### src/rtl/req_arbiter8_if.sv
// Handshake bundle between the requesters and the eight-way arbiter.
// The master side drives en/req/done; the slave side returns the grant outputs.
`timescale 1ns/1ps
interface req_arbiter8_if;
    logic       en;
    logic [7:0] req;
    logic       done;
    logic [7:0] gnt;
    logic       gnt_valid;
    logic [2:0] gnt_idx;
    logic [6:0] seg;
    logic       timeout;

    modport master (
        output en, req, done,
        input  gnt, gnt_valid, gnt_idx, seg, timeout
    );

    modport slave (
        input  en, req, done,
        output gnt, gnt_valid, gnt_idx, seg, timeout
    );
endinterface

### src/rtl/req_arbiter8.sv
// Eight-requester single-owner arbiter with hold timeout and 7-seg winner code.
// Define ARB_FIXED_PRIO_EN for highest-index-wins instead of round-robin.
`timescale 1ns/1ps
module req_arbiter8 #(
    parameter int MAX_HOLD = 16,
    parameter int CNT_W    = 8
) (
    input logic           clk,
    input logic           rst_n,
    req_arbiter8_if.slave bus
);
    typedef enum logic [1:0] {IDLE, BUSY, GAP} state_t;

    localparam logic [CNT_W-1:0] HOLD_LAST = CNT_W'(MAX_HOLD - 1);
    localparam logic [6:0]       SEG_BLANK = 7'h7F;

    state_t           state_q, state_d;
    logic [7:0]       gnt_q, gnt_d;
    logic             valid_q, valid_d;
    logic [2:0]       idx_q, idx_d;
    logic [6:0]       seg_q, seg_d;
    logic             to_q, to_d;
    logic [CNT_W-1:0] cnt_q, cnt_d;
    logic [2:0]       win;
    logic             any_req;
    logic             owner_req;
    logic             hold_hit;
    logic             grant_end;
`ifndef ARB_FIXED_PRIO_EN
    logic [2:0]       last_q, last_d;
`endif

    function automatic logic [6:0] seg_code(input logic [2:0] i);
        logic [6:0] s;
        unique case (i)
            3'd0:    s = 7'h40;
            3'd1:    s = 7'h79;
            3'd2:    s = 7'h24;
            3'd3:    s = 7'h30;
            3'd4:    s = 7'h19;
            3'd5:    s = 7'h12;
            3'd6:    s = 7'h02;
            default: s = 7'h78;
        endcase
        return s;
    endfunction

    assign any_req   = |bus.req;
    assign owner_req = bus.req[idx_q];
    assign hold_hit  = (cnt_q == HOLD_LAST);
    assign grant_end = bus.done | ~owner_req | hold_hit | ~bus.en;

`ifdef ARB_FIXED_PRIO_EN
    // Winner search: highest-index active request wins.
    always_comb begin
        win = 3'd0;
        for (int i = 0; i < 8; i++) begin
            if (bus.req[i]) win = 3'(i);
        end
    end
`else
    // Winner search: first active request after the last owner, wrapping.
    always_comb begin
        logic [15:0] dbl;
        logic [3:0]  start;
        logic [7:0]  rot;
        logic [2:0]  off;
        logic        found;
        start = {1'b0, last_q} + 4'd1;
        dbl   = {bus.req, bus.req} >> start;
        rot   = dbl[7:0];
        off   = 3'd0;
        found = 1'b0;
        for (int j = 0; j < 8; j++) begin
            if (!found && rot[j]) begin
                off   = 3'(j);
                found = 1'b1;
            end
        end
        win = last_q + 3'd1 + off;
    end
`endif

    // Next-state and registered-output computation for IDLE/BUSY/GAP.
    always_comb begin
        state_d = state_q;
        gnt_d   = gnt_q;
        valid_d = valid_q;
        idx_d   = idx_q;
        seg_d   = seg_q;
        to_d    = 1'b0;
        cnt_d   = cnt_q;
`ifndef ARB_FIXED_PRIO_EN
        last_d  = last_q;
`endif
        unique case (state_q)
            IDLE: begin
                if (bus.en && any_req) begin
                    gnt_d   = 8'b1 << win;
                    valid_d = 1'b1;
                    idx_d   = win;
                    seg_d   = seg_code(win);
                    cnt_d   = '0;
                    state_d = BUSY;
`ifndef ARB_FIXED_PRIO_EN
                    last_d  = win;
`endif
                end
            end
            BUSY: begin
                cnt_d = cnt_q + 1'b1;
                if (grant_end) begin
                    gnt_d   = 8'h00;
                    valid_d = 1'b0;
                    idx_d   = 3'd0;
                    seg_d   = SEG_BLANK;
                    cnt_d   = '0;
                    to_d    = hold_hit & ~bus.done & owner_req & bus.en;
                    state_d = GAP;
                end
            end
            GAP: begin
                state_d = IDLE;
            end
            default: begin
                state_d = IDLE;
            end
        endcase
    end

    // State, counter, pointer and output registers.
    always_ff @(posedge clk or negedge rst_n) begin
        if (!rst_n) begin
            state_q <= IDLE;
            gnt_q   <= 8'h00;
            valid_q <= 1'b0;
            idx_q   <= 3'd0;
            seg_q   <= SEG_BLANK;
            to_q    <= 1'b0;
            cnt_q   <= '0;
`ifndef ARB_FIXED_PRIO_EN
            last_q  <= 3'd7;
`endif
        end else begin
            state_q <= state_d;
            gnt_q   <= gnt_d;
            valid_q <= valid_d;
            idx_q   <= idx_d;
            seg_q   <= seg_d;
            to_q    <= to_d;
            cnt_q   <= cnt_d;
`ifndef ARB_FIXED_PRIO_EN
            last_q  <= last_d;
`endif
        end
    end

    assign bus.gnt       = gnt_q;
    assign bus.gnt_valid = valid_q;
    assign bus.gnt_idx   = idx_q;
    assign bus.seg       = seg_q;
    assign bus.timeout   = to_q;
endmodule
### src/flat_wrapper.sv
// flat-port wrapper written by rule: the top's interface ports become plain ports
module req_arbiter8_flat 
#(
    parameter int MAX_HOLD = 16,
    parameter int CNT_W    = 8
)
  (clk, rst_n, bus_en, bus_req, bus_done, bus_gnt, bus_gnt_valid, bus_gnt_idx, bus_seg, bus_timeout);
  req_arbiter8_if bus_i ();
  input logic clk;
  input logic rst_n;
  input wire logic [$bits(bus_i.en)-1:0] bus_en;
  input wire logic [$bits(bus_i.req)-1:0] bus_req;
  input wire logic [$bits(bus_i.done)-1:0] bus_done;
  output wire logic [$bits(bus_i.gnt)-1:0] bus_gnt;
  output wire logic [$bits(bus_i.gnt_valid)-1:0] bus_gnt_valid;
  output wire logic [$bits(bus_i.gnt_idx)-1:0] bus_gnt_idx;
  output wire logic [$bits(bus_i.seg)-1:0] bus_seg;
  output wire logic [$bits(bus_i.timeout)-1:0] bus_timeout;
  assign bus_i.en = bus_en;
  assign bus_i.req = bus_req;
  assign bus_i.done = bus_done;
  assign bus_gnt = bus_i.gnt;
  assign bus_gnt_valid = bus_i.gnt_valid;
  assign bus_gnt_idx = bus_i.gnt_idx;
  assign bus_seg = bus_i.seg;
  assign bus_timeout = bus_i.timeout;
  req_arbiter8 #(.MAX_HOLD(MAX_HOLD), .CNT_W(CNT_W)) u_core (.clk(clk), .rst_n(rst_n), .bus(bus_i));
endmodule
### config.mk
export PLATFORM = sky130hd
export DESIGN_NAME = req_arbiter8_flat
export DESIGN_NICKNAME = d
export VERILOG_FILES = /design/src/rtl/req_arbiter8_if.sv /design/src/rtl/req_arbiter8.sv /design/src/flat_wrapper.sv
export SDC_FILE = /design/constraint.sdc
export NUM_CORES = 1
export LEC_CHECK = 0
export CORE_ASPECT_RATIO = 0.8
export CORE_UTILIZATION = 60
export CTS_BUF_LIST = sky130_fd_sc_hd__clkbuf_4 sky130_fd_sc_hd__clkbuf_8
export DETAILED_ROUTE_END_ITERATION = 12
export MAX_ROUTING_LAYER = met4
export PLACE_DENSITY = 0.9
export SLEW_MARGIN = 20
export SYNTH_ARGS = -nofsm -noshare
export SYNTH_HDL_FRONTEND = slang
export SYNTH_SLANG_ARGS = --single-unit
### constraint.sdc
create_clock -name clk -period 5.31 [get_ports clk]
set_clock_uncertainty 0.15 [all_clocks]
set_input_delay 1.3275 -clock clk [delete_from_list [all_inputs] [get_ports clk]]
set_output_delay 1.3275 -clock clk [all_outputs]
set_load 0.01 [all_outputs]
==> metrics.csv, run 1 <==
stage,metric,value,unit
outcome,status,"finished, final reports clean",
power_and_ir_drop,p_leak,0.001036,uW
global_route,grt_usage,30.75,%
synthesis,synth_nets,220,
floorplan,die_area,3726,sq um
clocking,clkSinkCount,33,
global_route,grt_pass1_wl,8079,um
clocking,clk_pin_slew,0.07,ns
power_and_ir_drop,pwr_density_cell,651.1,nW/um^2
clocking,post-cts-setup-buffers,0,
synthesis,netlist_top_cells_count,"26 x nand2_1, 23 x dfrtp_1, 19 x o21ai_0, 15 x nor2_1, 11 x mux2i_1",
worst_setup_path,worstPathRequired,5.37,ns
worst_setup_path,cp.arrival,5.09,ns
placement,io_buffers,31,
synthesis,synth_top_area_cell,dfrtp_1,
power_and_ir_drop,peakVddDrop,0.0003548,V
clocking,ctsResizeCount,0,
layout,nFillCells,219,
sta,setup_viol,0,
drt,vias,1763,
synthesis,synth_top_cell_area_share,27.53,%
sta,whs,0.3258,ns
layout,diodes,0,
worst_setup_path,cp_max_fo,16,
global_route,antenna_found_initial,0,
drt,drc,0,
layout,final_nets,247,
layout,drive_above_1_share,16.74,%
sta,post-route-min-period,5.022,ns
synthesis,yosysMostFrequentCell,nand2_1,
floorplan,dieWidth,68,um
sta,slew_violations,0,
sta,max_slew_margin,55.35,%
synthesis,synth_edf_count,0,
drt,routed_wl,4865,um
worst_setup_path,end_kind,register,
clocking,insertion_delay,0.28,ns
synthesis,yosysWarnings,0,
drt,wl_per_cell,17.82,um
clocking,cts_tree,done,
placement,post-dp-hpwl,3465,um
sta,rsz0062_at_grt,no,
floorplan,start_util,65.38,%
synthesis,avgSynthCellArea,10.20,sq um
floorplan,num_rows,18,
clocking,cts_buffers,5,
drt,ant_nets,0,
synthesis,synth_area_leaders,"dfrtp_1 28%, dfstp_2 13%, mux4_2 9.7%, mux2i_1 5.3%, nand2_1 4.7%",
sta,setup_tns,0,ns
drt,vias_per_cell,6.458,
floorplan,die_y,54.80,um
floorplan,core_area,3198,sq um
placement,place_area,2390,sq um
synthesis,async_flop_share,100.0,%
placement,routabilityCongestion,1.013,
synthesis,ys_seq_area_share,40.10,%
synthesis,ys_ff_latch,33,
synthesis,syn_area,2091,sq um
clocking,htreeDepth,2,
synthesis,synth.distinct_cells,49,
sta,fin_crit_sh,94.57,%
drt,drt_iter0_drc,173,
drt,dr.pass1.iters,5,
run,cap_violations,0,
global_route,overflow,0,
global_route,grt_pass1_vias,1707,
sta,max_freq,199.1,MHz
worst_setup_path,critical_path_class,in -> reg,
clocking,hold_buffers,0,
global_route,grt_max_degree,34,
layout,regArea,838.3,sq um
floorplan,ios,32,
clocking,root_buffer,clkbuf_8,
sta,finalHoldViolations,0,
layout,finalInstanceArea,2487,sq um
worst_setup_path,worst_setup_path_start_kind,input port,
sta,tightest_slew,0.6665,ns
hold_path,hp-class,reg -> reg,
synthesis,syn_inst,205,
synthesis,synth_flop_cell,dfrtp_1,
layout,area_growth,18.97,%
clocking,cts_buffer_depth,2,
layout,multiInputGateArea,1169,sq um
==> final timing paths <==
path	slack, ns	endpoint	from	depth (start not counted)
max	0.29	u_core.bus.seg[0]	bus_req[3]	12
min	0.33	u_core.bus.gnt_valid	u_core.bus.gnt_valid	2
max reg2reg	1.06	u_core.bus.seg[0]	u_core.last_q[1]	11
min reg2reg	0.33	u_core.bus.gnt_valid	u_core.bus.gnt_valid	2
max in group asynchronous	3.38	u_core.bus.seg[0]	rst_n	2
min in group asynchronous	1.30	u_core.bus.gnt[3]	rst_n	2
==> per-stage QoR <==
stage | std cells | setup WS, ns | utilization (%) | total power [uW]
6_report | 273 | 0.2884 | 77.78 | 1619
5_1_grt | 273 | 0.1416 | 77.78 | 1725
3_3_place_gp | 265 | 0.2742 | 74.73 | 1353
4_1_cts | 273 | 0.3396 | 77.78 | 1608
2_1_floorplan | 205 | 1.170 | - | 1161
3_5_place_dp | 265 | 0.06490 | 74.73 | 1398
==> logic make-up (layout without fill, tap and decap cells) <==
logic type	after synthesis	after routing	share of synthesized area [%]
AO/OA/AOI/OAI	53	53	16.64
XOR/XNOR	6	6	2.873
adder cells (fa/ha/maj)	3	3	2.154
buffers and inverters	16	44	4.009
flip-flops	33	33	40.10
multiplexers	28	28	19.27
AND/OR/NAND/NOR	66	66	14.96
==> where the power goes <==
group	internal (uW)	total (uW)	switching, uW
clock network	116	204	88.4
logic	439	945	506
registers	361	470	110
total	916	1620	704
==> area by class of cell <==
| cell class | instances | share of cell area [%] |
|---|---|---|
| multi-input cells | 156 | 46.98 |
| well taps | 40 | 2.012 |
| inverters | 4 | 0.6036 |
| clock buffers | 8 | 3.924 |
| repair buffers | 32 | 12.78 |
| flip-flops and latches | 33 | 33.70 |
==> layout by cell type (no fill, tap or decap), drive strengths merged, types with 2 or more instances in the layout <==
cell type      instances
clkdlybuf4s50         31
nand2                 26
dfrtp                 23
o21ai                 20
nor2                  15
mux2i                 11
a21oi                 10
dfstp                 10
mux4                   9
mux2                   8
clkbuf                 8
and3                   5
a32o                   5
nand3                  4
inv                    3
xor2                   3
nand2b                 3
nor4                   3
a22o                   3
and2                   3
xnor2                  3
o22ai                  2
a31oi                  2
a211oi                 2
o31ai                  2
ha                     2
or2                    2
==> routing by layer <==
metal  track usage [%]  part of all wire (%)  up-vias
li1                  -                     -      822
met3             7.292                   8.4        9
met2             49.02                    47       96
met1             39.87                    43      836
met5                 -                     0        -
met4             7.292                  0.95        0
==> critical path: stages <==
cell and delay (ns):
clkdlybuf4s50_1 0.56, mux4_2 0.50, mux2_2 0.31, o21ai_0 0.19, and3_1 0.19, a221oi_1 0.10, ha_1 0.23, fa_1 0.42
xor2_1 0.19, xnor2_2 0.55, mux2_1 0.40, nor2_1 0.11
==> flip-flops by register name (all words and copies together) (netlist names) <==
| name | cells |
|---|---|
| u_core.last_q | 3 |
| u_core.bus.gnt_idx | 3 |
| u_core.cnt_q | 8 |
| u_core.bus.gnt | 8 |
| u_core.bus.timeout | 1 |
| u_core.state_q | 2 |
| u_core.bus.gnt_valid | 1 |
| u_core.bus.seg | 7 |
Note: power is estimated with default switching activity, not from simulation.
==> inputs of run 2 (changes only) <==
--- a/config.mk
+++ b/config.mk
@@ -15,3 +15,4 @@
 export SYNTH_ARGS = -nofsm -noshare
 export SYNTH_HDL_FRONTEND = slang
 export SYNTH_SLANG_ARGS = --single-unit
+export TNS_END_PERCENT = 30
==> results of run 2 <==
The final DEF is identical to that of run 1; final timing and power are the same.
==> inputs of run 3 (changes only) <==
--- a/config.mk
+++ b/config.mk
@@ -5,12 +5,14 @@
 export SDC_FILE = /design/constraint.sdc
 export NUM_CORES = 1
 export LEC_CHECK = 0
+export CAP_MARGIN = 20
 export CORE_ASPECT_RATIO = 0.8
 export CORE_UTILIZATION = 60
 export CTS_BUF_LIST = sky130_fd_sc_hd__clkbuf_4 sky130_fd_sc_hd__clkbuf_8
 export DETAILED_ROUTE_END_ITERATION = 12
 export MAX_ROUTING_LAYER = met4
 export PLACE_DENSITY = 0.9
+export SETUP_SLACK_MARGIN = 0.15
 export SLEW_MARGIN = 20
 export SYNTH_ARGS = -nofsm -noshare
 export SYNTH_HDL_FRONTEND = slang
==> run 3 against run 2 <==
  * Critical path type unchanged
  * Maximum frequency up 3.3%
  * Largest power group unchanged
  * Critical endpoint unchanged
  * Die area is the same
  * Via count grew 0.57%
  * Setup slack improved by 0.16 ns
  * Global-route usage unchanged
  * Combinational power is 2.2% higher
  * Utilization grew 0.35 points
  * Total power increased by 1.2%
==> metrics.csv, run 3 (synthesized netlist as in run 1, its figures left out) <==
stage,metric,value,unit,change
clocking,root_buffer,clkbuf_8,,
worst_setup_path,critical_path_class,in -> reg,,
global_route,grt_pass1_vias,1707,,unchanged
layout,nFillCells,215,,-1.8%
run,cap_violations,0,,unchanged
worst_setup_path,cp.arrival,4.93,ns,-0.16 ns
floorplan,num_rows,18,,unchanged
global_route,overflow,0,,unchanged
floorplan,die_y,54.80,um,unchanged
layout,diodes,0,,unchanged
placement,post-dp-hpwl,3465,um,unchanged
worst_setup_path,slowest_stage,clkdlybuf4s50_1,,
layout,multiInputGateArea,1180,sq um,+0.96%
global_route,grt_usage,30.75,%,unchanged
global_route,grt_pass1_wl,8079,um,unchanged
sta,tightest_slew,0.5851,ns,-0.08139 ns
power_and_ir_drop,peakVddDrop,0.0003530,V,-0.49%
drt,routed_wl,4866,um,about the same
clocking,hold_buffers,0,,unchanged
clocking,cts_buffer_depth,2,,unchanged
power_and_ir_drop,pwr_density_cell,655.8,nW/um^2,+0.72%
floorplan,ios,32,,unchanged
sta,slew_violations,0,,unchanged
hold_path,whs_path_depth,2,,unchanged
floorplan,core_area,3198,sq um,unchanged
layout,layout_common_cells,"31 x clkdlybuf4s50_1, 26 x nand2_1, 23 x dfrtp_1",,
clocking,clkSinkCount,33,,unchanged
clocking,clk_pin_slew,0.07,ns,about the same
sta,setup_viol,0,,unchanged
floorplan,dieWidth,68,um,unchanged
layout,final_util,78.13,%,+0.35 points
placement,routabilityCongestion,1.013,,unchanged
drt,vias_per_cell,6.495,,+0.57%
sta,finalHoldViolations,0,,unchanged
placement,io_buffers,31,,unchanged
worst_setup_path,cp_slowest_stage_delay,0.56,ns,about the same
worst_setup_path,worstPathRequired,5.37,ns,about the same
sta,rsz0062_at_grt,no,,
outcome,status,"finished, final reports clean",,
worst_setup_path,cp_num_cells,12,,unchanged
sta,post-route-min-period,4.863,ns,-0.1588 ns
worst_setup_path,end_kind,register,,
clocking,insertion_delay,0.28,ns,about the same
floorplan,start_util,65.38,%,unchanged
power_and_ir_drop,p_leak,0.001038,uW,+0.15%
sta,fin_crit_sh,91.58,%,-3.0 points
hold_path,hp-class,reg -> reg,,
global_route,antenna_found_initial,0,,unchanged
sta,setup_tns,0,ns,unchanged
layout,final_common_cell,clkdlybuf4s50_1,,
worst_setup_path,worst_path_dominant_cell_family,multiplexers,,
clocking,cts_tree,done,,
layout,regArea,838.3,sq um,unchanged
drt,drc,0,,unchanged
worst_setup_path,critPathBufInv,1,,unchanged
drt,wl_per_cell,17.82,um,about the same
sta,max_slew_margin,60.85,%,+5.5 points
drt,routed.top_layer,met4,,
worst_setup_path,r2r_setup_slack,1.22,ns,+0.16 ns
drt,wl_met1,2084,um,-1.3%
floorplan,die_area,3726,sq um,unchanged
drt,ant_nets,0,,unchanged
drt,wl_met3,382,um,-6.8%
clocking,htreeDepth,2,,unchanged
drt,vias,1773,,+0.57%
worst_setup_path,worst_setup_path_start_kind,input port,,
worst_setup_path,path_cells,"clkdlybuf4s50_1, mux4_2, mux2_2, o21ai_0, and3_1, a221oi_1, ha_1, fa_1, xor2_1, xnor2_4, mux2_1, nor2_1",,
layout,area_growth,19.51,%,
worst_setup_path,cp_max_fo,16,,unchanged
layout,final_nets,247,,unchanged
worst_setup_path,reg2regPathDepth,11,,unchanged
sta,max_freq,205.6,MHz,+3.3%
clocking,cts_buffers,5,,unchanged
global_route,grt_max_degree,34,,unchanged
drt,wl_met2,2381,um,+3.7%
drt,drt_iter0_drc,226,,+31%
layout,drive_above_1_share,16.74,%,unchanged
drt,dr.pass1.iters,4,,-1
clocking,post-cts-setup-buffers,0,,unchanged
==> run 3: cell counts in the layout (fill, tap and decap cells not counted) <==
Identical to the previous run, type by type.
==> run 3: stage by stage <==
step	area [sq um]	instances	setup WS, ns	power (uW)	hold slack (ns)
5_1_grt	2499	273	0.2860	1752	0.3490
3_5_place_dp	2390	265	0.06490	1398	0.3151
2_1_floorplan	2091	205	1.170	1161	0.2967
4_1_cts	2487	273	0.3396	1608	0.3314
6_report	2499	273	0.4472	1639	0.3259
3_3_place_gp	2390	265	0.2742	1353	0.3175
==> run 3: report_power, final <==
group | switching [uW] | total (uW) | internal [uW]
logic | 512 | 966 | 453
clock network | 87.6 | 203 | 116
registers | 109 | 469 | 361
==> run 3: worst min-delay path, stage by stage, from the launching register on <==
cell and delay (ns):
dfrtp_1 0.34, nand2_1 0.05, nand2_1 0.05
==> run 3: routing by layer <==
metal / vias to the layer above / track usage, %
met5: - / -
met4: 0 / 7.292
met3: 3 / 7.292
met2: 100 / 49.02
met1: 850 / 39.87
li1: 820 / -
==> run 3: cell type report <==
class	instances	area share [%]
sequential	33	33.55
clock buffer	8	3.906
tap	40	2.003
multi-input combinational	156	47.22
inverter	4	0.6009
timing repair buffer	32	12.72
==> run 3: final timing paths <==
check                                startpoint                    to
max in group asynchronous                 rst_n     u_core.bus.seg[0]
max reg2reg                    u_core.last_q[1]     u_core.bus.seg[0]
min in group asynchronous                 rst_n     u_core.bus.gnt[3]
min reg2reg                u_core.bus.gnt_valid  u_core.bus.gnt_valid
min                        u_core.bus.gnt_valid  u_core.bus.gnt_valid
max                                  bus_req[3]     u_core.bus.seg[0]
==> run 3: timing repair <==
action / in CTS / in global routing
endpoints found under the hold margin: 0 / 0
resized for setup: 0 / 1
endpoints found under the setup margin: 0 / 1
